## config.mk

```make
export PLATFORM = sky130hd
export DESIGN_NAME = regfile_access_ctrl
export DESIGN_NICKNAME = d
export VERILOG_FILES = /design/src/rtl/regfile_access_ctrl_pkg.sv /design/src/rtl/rac_timeout_counter.sv /design/src/rtl/regfile_access_ctrl.sv
export SDC_FILE = /design/constraint.sdc
export NUM_CORES = 1
export LEC_CHECK = 0
export ABC_AREA = 1
export ABC_CLOCK_PERIOD_IN_PS = 9400
export CAP_MARGIN = 10
export CORE_AREA = 8 8 116 118
export CTS_CLUSTER_SIZE = 20
export DETAILED_ROUTE_END_ITERATION = 8
export DIE_AREA = 0 0 124 126
export PLACE_DENSITY = 0.79
export SYNTH_ARGS = -nofsm -noshare
export SYNTH_HDL_FRONTEND = slang
export SYNTH_SLANG_ARGS = --single-unit
export TNS_END_PERCENT = 20
```

## constraint.sdc

```tcl
create_clock -name clk -period 9.4 [get_ports clk]
set_input_delay 1.88 -clock clk [delete_from_list [all_inputs] [get_ports clk]]
set_output_delay 1.88 -clock clk [all_outputs]
set_load 0.05 [all_outputs]
```

## src/rtl/regfile_access_ctrl_pkg.sv

```systemverilog
// Shared opcode constants, controller state encoding and opcode classification
// helpers for the register-file access controller.
package regfile_access_ctrl_pkg;

  localparam logic [5:0] OP_RTYPE = 6'b000000;
  localparam logic [5:0] OP_LDI   = 6'b010000;
  localparam logic [5:0] OP_LUI   = 6'b010001;
  localparam logic [5:0] OP_LB    = 6'b011010;
  localparam logic [5:0] OP_SW    = 6'b011011;
  localparam logic [5:0] OP_BEQ   = 6'b011110;
  localparam logic [5:0] OP_BLT   = 6'b011111;

  typedef enum logic [2:0] {
    ST_IDLE,
    ST_READ,
    ST_EXEC,
    ST_WRITE,
    ST_DONE
  } state_t;

  // Branches and stores produce no register result.
  function automatic logic writes_back(input logic [5:0] op);
    return !((op == OP_BEQ) || (op == OP_BLT) || (op == OP_SW));
  endfunction

  // Immediate loads skip the execute unit entirely.
  function automatic logic imm_only(input logic [5:0] op);
    return (op == OP_LDI) || (op == OP_LUI);
  endfunction

endpackage

```

## src/rtl/rac_timeout_counter.sv

```systemverilog
// Execute-wait counter: held at zero while clear is high, counts while enabled,
// flags the last allowed cycle of the wait window.
module rac_timeout_counter #(
  parameter int TIMEOUT = 64
) (
  input  logic clk,
  input  logic reg_reset,
  input  logic clear,
  input  logic en,
  output logic tc
);

  localparam int CW = $clog2(TIMEOUT);

  logic [CW-1:0] count;

  always_ff @(posedge clk or posedge reg_reset) begin
    if (reg_reset) begin
      count <= '0;
    end else if (clear) begin
      count <= '0;
    end else if (en && !tc) begin
      count <= count + 1'b1;
    end
  end

  assign tc = (count == CW'(TIMEOUT - 1));

endmodule

```

## src/rtl/regfile_access_ctrl.sv

```systemverilog
// Register-file port initiator: accepts one decoded instruction, sequences the
// exclusive read/write strobes around the execute unit and retires it.
module regfile_access_ctrl
  import regfile_access_ctrl_pkg::*;
#(
  parameter int TIMEOUT = 64,
  parameter int CNT_W   = 16
) (
  input  logic             clk,
  input  logic             reg_reset,
  input  logic             instr_valid,
  output logic             instr_ready,
  input  logic [5:0]       opcode_in,
  input  logic [4:0]       rd_in,
  input  logic [4:0]       rs_in,
  input  logic [4:0]       rt_in,
  input  logic [31:0]      imm_in,
  output logic             reg_read,
  output logic             reg_write,
  output logic [5:0]       opcode,
  output logic [4:0]       reg1,
  output logic [4:0]       reg2,
  output logic [4:0]       reg3,
  output logic [31:0]      imm,
  output logic [31:0]      write_data,
  output logic             ex_start,
  input  logic             ex_done,
  input  logic [31:0]      ex_result,
  output logic             instr_done,
  output logic             err_timeout,
  output logic [CNT_W-1:0] retired
);

  state_t state;
  logic   tmo_tc;

  // The counter sits at zero outside EXEC, so every EXEC entry starts a fresh window.
  rac_timeout_counter #(
    .TIMEOUT (TIMEOUT)
  ) u_timeout (
    .clk       (clk),
    .reg_reset (reg_reset),
    .clear     (state != ST_EXEC),
    .en        (state == ST_EXEC),
    .tc        (tmo_tc)
  );

  assign instr_ready = (state == ST_IDLE) && !reg_reset;

  always_ff @(posedge clk or posedge reg_reset) begin
    if (reg_reset) begin
      state       <= ST_IDLE;
      reg_read    <= 1'b0;
      reg_write   <= 1'b0;
      ex_start    <= 1'b0;
      instr_done  <= 1'b0;
      err_timeout <= 1'b0;
      opcode      <= '0;
      reg1        <= '0;
      reg2        <= '0;
      reg3        <= '0;
      imm         <= '0;
      write_data  <= '0;
      retired     <= '0;
    end else begin
      reg_read    <= 1'b0;
      reg_write   <= 1'b0;
      ex_start    <= 1'b0;
      instr_done  <= 1'b0;
      err_timeout <= 1'b0;
      case (state)
        ST_IDLE: begin
          if (instr_valid && instr_ready) begin
            opcode   <= opcode_in;
            reg1     <= rd_in;
            reg2     <= rs_in;
            reg3     <= rt_in;
            imm      <= imm_in;
            reg_read <= 1'b1;
            state    <= ST_READ;
          end
        end
        ST_READ: begin
          if (imm_only(opcode)) begin
            write_data <= imm;
            reg_write  <= 1'b1;
            state      <= ST_WRITE;
          end else begin
            ex_start <= 1'b1;
            state    <= ST_EXEC;
          end
        end
        ST_EXEC: begin
          // A result arriving on the last counted cycle still wins over the timeout.
          if (ex_done) begin
            write_data <= ex_result;
            if (writes_back(opcode)) begin
              reg_write <= 1'b1;
              state     <= ST_WRITE;
            end else begin
              instr_done <= 1'b1;
              retired    <= retired + 1'b1;
              state      <= ST_DONE;
            end
          end else if (tmo_tc) begin
            err_timeout <= 1'b1;
            state       <= ST_IDLE;
          end
        end
        ST_WRITE: begin
          instr_done <= 1'b1;
          retired    <= retired + 1'b1;
          state      <= ST_DONE;
        end
        ST_DONE: begin
          state <= ST_IDLE;
        end
        default: begin
          state <= ST_IDLE;
        end
      endcase
    end
  end

endmodule

```

## Word level (Yosys, flattened, before mapping)

Cells that the tools add are included.

- Input bits: 89
- Memories kept: 0
- Bits in read-only memories: 0
- RAM bits: 0
- Flip-flop bits (word level): 115
- Latch bits: 0

- Add/subtract/negate cells: 2
- Divide/modulo/power cells: 0
- Reduce and logical (&&, ||, !) cells: 16
- Multiplexer cells: 28
- Multipliers: 0
- Bitwise gates (word level): 0
- Equality and inequality tests: 15
- Shifts and indexed selects: 0
- Order comparisons: 0

Operators by type and width:

| operator | number |
|---|---|
| $mux 32 | 2 |
| $pmux 32 s2 | 1 |
| $mux 16 | 2 |
| $pmux 16 s2 | 1 |
| $eq 6x5->1 const B | 5 |
| $add 16x1->16 const B | 1 |
| $mux 1 | 13 |
| $mux 3 | 4 |
| $mux 6 | 2 |
| $pmux 3 s4 | 1 |
| $add 6x1->6 const B | 1 |
| $eq 3x2->1 const B | 2 |
| $eq 6x6->1 const B | 1 |
| $ne 2x2->1 const B | 3 |
| $reduce_and 3->1 | 2 |
| $reduce_bool 2->1 | 3 |
| $pmux 1 s2 | 2 |
| $reduce_and 2->1 | 2 |
| $eq 3x1->1 const B | 1 |
| $logic_and 1x1->1 | 3 |
| $logic_not 3->1 | 1 |
| $logic_or 1x1->1 | 3 |
| $ne 3x2->1 const B | 1 |
| $ne 3x3->1 const B | 1 |
| 2 further kinds | 3 |

## Depth between registers and ports, before layout

- Depth in word-level cells: 6
- Mapped depth: 10

## Cells and area by module

Synthesis repeated with hierarchy kept, for this count alone.

- Cells, all modules: 678
- Area total of the unflattened synthesis: 5348.9 µm²

Modules (own cells, without submodules):

| module | area an instance (µm²) | times used | seq. area each (µm²) | cells each |
|---|---|---|---|---|
| regfile_access_ctrl | 4959.8 | 1 | 2727.6 | 624 |
| rac_timeout_counter | 389.1 | 1 | 150.1 | 54 |

## Least setup slack after synthesis

OpenSTA, ideal clock, no wires.

- Kind: in2out
- From: input reg_reset
- To: output instr_ready
- Required time: 7.520 ns
- Arrival: 2.534 ns
- Setup slack: 4.986 ns
- Cell stages on the path: 1
- Cell sequence: nor2_1

- Cells in the longest elaborated chain, start to end: 2

RTL lines:

| what | line | source |
|---|---|---|
| start: declaration | regfile_access_ctrl.sv:10 | `input logic reg_reset,` |
| $logic_not 1->1 (no source line) | - |  |
| $logic_and 1x1->1 | regfile_access_ctrl.sv:48 | `assign instr_ready = (state == ST_IDLE) && !reg_reset;` |
| end: declaration | regfile_access_ctrl.sv:12 | `output logic instr_ready,` |

No other way between the ends.

## Worst setup path after layout

Same ends and word-level chain as after synthesis.

==> impl_summary.log <==
INFO  metric worst_path_most_repeated_cell = sky130_fd_sc_hd__clkdlybuf4s50_1
INFO  metric clk-insertion-delay-late = 0.40 ns
INFO  metric number_of_global_route_vias_before_repair = 4815
INFO  metric r2r_cells = 9
INFO  metric grt_setup_unrepaired = no
INFO  metric drt_pre_antenna_iters = 5
INFO  metric tritoncts = built
INFO  metric worst_clock_skew = 0.00933 ns
INFO  metric finish.net_count = 928
INFO  metric fin_ws = 4.17 ns
INFO  metric global_route_wire_length_before_repair = 24500 um
INFO  metric power.internal = 1660 uW
INFO  metric place_ws = 4.18 ns
INFO  metric drcViolationCount = 0
INFO  metric crit_path_cell_trace = clkdlybuf4s50_1, nor2_1, clkdlybuf4s50_1
INFO  metric number_of_synthesis_warnings = 0
INFO  metric tightest_slew = 0.965 ns
INFO  metric placed_area = 7240 um2
INFO  metric cts_resized = 0
INFO  metric path_max_fanout = 3
INFO  metric globalRouteTotalUtil = 19.5%
INFO  metric cts_hold_repair.buffers = 0
INFO  metric via_count = 4903
INFO  metric worstSetupPathType = in2out
INFO  metric crit_family = buffers and inverters
INFO  metric timing.critical_path.arrival = 3.35 ns
INFO  metric required = 7.52 ns
INFO  metric postCtsSetupBuffers = 0
INFO  metric power_switching_share = 47.5%
INFO  metric irDropWorstVdd = 0.000249 V
INFO  metric postSynthRegisterBits = 115
INFO  metric pwr-share-comb = 52.7%
INFO  metric cp.buffers_inverters = 2
INFO  metric hold_path.class = reg2reg
INFO  metric route.antenna.remaining_nets = 0
INFO  metric antenna_found_initial = 2
INFO  metric hold_path_depth = 2
INFO  metric initialDrtViolationCount = 361
INFO  metric crit_path_end_kind = output port
INFO  metric maxSlewViolCount = 0
INFO  metric timing.critical_path.depth = 3
INFO  metric cap_viol_max_count = 0
INFO  metric cp_slowest_stage_delay = 0.81 ns
INFO  metric finished_cell_area = 7860 um2
INFO  metric fin_tns_setup = 0 ns
INFO  metric relSlewSlack = 35.7%
INFO  metric fin_total_pwr = 3160 uW
INFO  metric synth.net_count = 740
INFO  metric power.leakage = 0.00361 uW
INFO  metric dp.final_hpwl = 10900 um
INFO  metric total_i_o_pin_count = 196
INFO  metric timing.fmax = 191 MHz
INFO  metric power.share.clock = 21.2%
INFO  metric number_of_distinct_library_cell_variants_in_the_gate_level_netlist_after_synthesis = 26
INFO  metric finalCritPeriodShare = 55.6%
INFO  metric post_synthesis_instance_total = 649
INFO  metric postRouteWirelength = 15500 um
INFO  metric p_seq_share = 26.1%
INFO  metric status = completed
INFO  metric floorplan.die.width = 124 um
INFO  metric n_antenna_cell = 0
INFO  metric numCtsBuffers = 17
INFO  metric fillCellCount = 961
INFO  metric clk_root_buffer_cell = sky130_fd_sc_hd__clkbuf_16
INFO  metric fin_crit = 5.23 ns
INFO  metric ctsHtreeMaxLevel = 4
INFO  metric worst_hold_slack = 0.470 ns
INFO  metric area_growth_syn_to_layout = 49.4%
INFO  metric routedWlPerCell = 15.5 um
INFO  metric setup_viol_count_final = 0
INFO  metric die_footprint = 15600 um2
INFO  metric rows = 40
INFO  metric crit_slowest_cell = sky130_fd_sc_hd__clkdlybuf4s50_1
INFO  metric power_switching = 1500 uW
INFO  metric clkSlewWorstSetupHoldPaths = 0.05 ns
INFO  metric fp.coreArea = 11700 um2
INFO  metric clk_path_buf_depth = 2
INFO  metric initial_core_util = 44.9%
INFO  metric hold_violations = 0
INFO  metric mean_cell_area_of_the_mapped_netlist = 8.11 um2
INFO  metric routabilityCongestion = 0.845
INFO  metric drive_gt1_share = 5.18%
INFO  metric grt-ovfl-total = 0
INFO  metric netlist_area = 5260 um2
INFO  metric register_area_share_after_synthesis = 54.7%
INFO  metric numClockSinks = 115
INFO  metric crit_path_start_kind = primary input
INFO  metric vias_per_cell = 4.92
INFO  metric setup.reg_to_reg.worst_slack = 6.74 ns
INFO  metric power-per-cell-area = 402 nW/um2
INFO  metric grt_max_degree = 109
INFO  metric die_h = 126 um
INFO  metric place.port_buffers = 195
-- worst register-to-register path, delay by kind of cell (launching register included) --
family / cells / cell delay (ns)
buf+inv: 3 / 0.75
flops: 1 / 0.41
simple gates: 6 / 1.40
-- layout make-up --
| type | instances | area, um2 | area share (%) |
|---|---|---|---|
| timing repair buffer | 198 | 1970 | 25.1 |
| clock inverter | 10 | 155 | 1.97 |
| inverter | 79 | 299 | 3.80 |
| sequential | 115 | 2880 | 36.6 |
| multi-input combinational | 426 | 1910 | 24.3 |
| clock buffer | 22 | 464 | 5.90 |
| tap | 147 | 184 | 2.34 |
-- per-stage QoR --
step / util (%) / cells
floorplan: - / 649
global placement: 61.8 / 965
detailed placement: 61.8 / 965
CTS: 67.1 / 997
global route: 67.1 / 997
finish: 67.1 / 997
-- power by group through the flow --
| stage | logic, uW | registers, uW | clock network, uW |
|---|---|---|---|
| 6_report | 1660 | 825 | 671 |
| 5_1_grt | 1770 | 847 | 706 |
| 4_1_cts | 1680 | 824 | 681 |
| 3_5_place_dp | 1670 | 827 | 0 |
| 3_3_place_gp | 1640 | 816 | 0 |
| 2_1_floorplan | 459 | 1480 | 0 |
-- worst paths after layout --
path                           startpoint              to
setup reg to reg                 state[2]  write_data[12]
hold / removal             write_data[30]  write_data[30]
max in group asynchronous       reg_reset      retired[2]
hold reg to reg            write_data[30]  write_data[30]
setup / recovery                reg_reset     instr_ready
min in group asynchronous       reg_reset         reg2[1]
-- cells by family (layout without fill, tap and decap cells) --
family | Yosys count | after routing | share of synthesized area [%]
fa+ha+maj | 2 | 2 | 0.475
simple gates | 316 | 316 | 24.8
compound gates | 99 | 99 | 9.46
buf+inv | 108 | 309 | 9.08
xor+xnor | 9 | 9 | 1.50
flops | 115 | 115 | 54.7
-- cell usage after synthesis (all sizes together) --
master,n,area share [%]
inv,79,5.6
nand3b,1,0.14
o21bai,1,0.14
nor2,29,2.2
nand3,44,4.3
dfrtp,115,55
nor3b,1,0.14
o21ai,95,9.0
xnor2,4,0.67
buf,19,2.7
nand2,233,17
xor2,5,0.83
clkbuf,10,0.71
nor3,2,0.40
a21oi,3,0.29
ha,2,0.48
nand4,6,0.71
-- cells in the final DEF, fill, tap and decap left out, types with 2 or more instances in the layout --
cell type                           n
sky130_fd_sc_hd__inv_2              4
sky130_fd_sc_hd__a21oi_1            3
sky130_fd_sc_hd__clkinv_2           4
sky130_fd_sc_hd__clkbuf_1           3
sky130_fd_sc_hd__bufinv_16          4
sky130_fd_sc_hd__clkbuf_8           2
sky130_fd_sc_hd__inv_1             74
sky130_fd_sc_hd__dfrtp_1          115
sky130_fd_sc_hd__nand2_1          229
sky130_fd_sc_hd__nand2_2            3
sky130_fd_sc_hd__ha_1               2
sky130_fd_sc_hd__o21ai_0           86
sky130_fd_sc_hd__buf_4              3
sky130_fd_sc_hd__nand4_1            6
sky130_fd_sc_hd__clkinvlp_4         2
sky130_fd_sc_hd__xnor2_1            4
sky130_fd_sc_hd__clkdlybuf4s50_1  195
sky130_fd_sc_hd__clkbuf_16         17
sky130_fd_sc_hd__nor2_1            28
sky130_fd_sc_hd__o21ai_1            9
sky130_fd_sc_hd__xor2_1             5
sky130_fd_sc_hd__nand3_1           43
-- flip-flops by register name, summed over array words and instances, names as in the netlist --
name and flops:
reg1 5, write_data 32, imm 32, reg3 5, u_timeout.count 6, state 3, opcode 6, err_timeout 1
instr_done 1, ex_start 1, reg2 5, retired 16, reg_read 1, reg_write 1
-- per-layer routing --
metal	up-vias	track usage, %	part of all wire, %
li1	2406	-	-
met1	2283	24.1	41
met2	191	31.3	48
met3	19	7.33	10
met4	4	5.04	1.1
met5	-	0	0.15
Note: power is estimated with default switching activity, not from simulation.
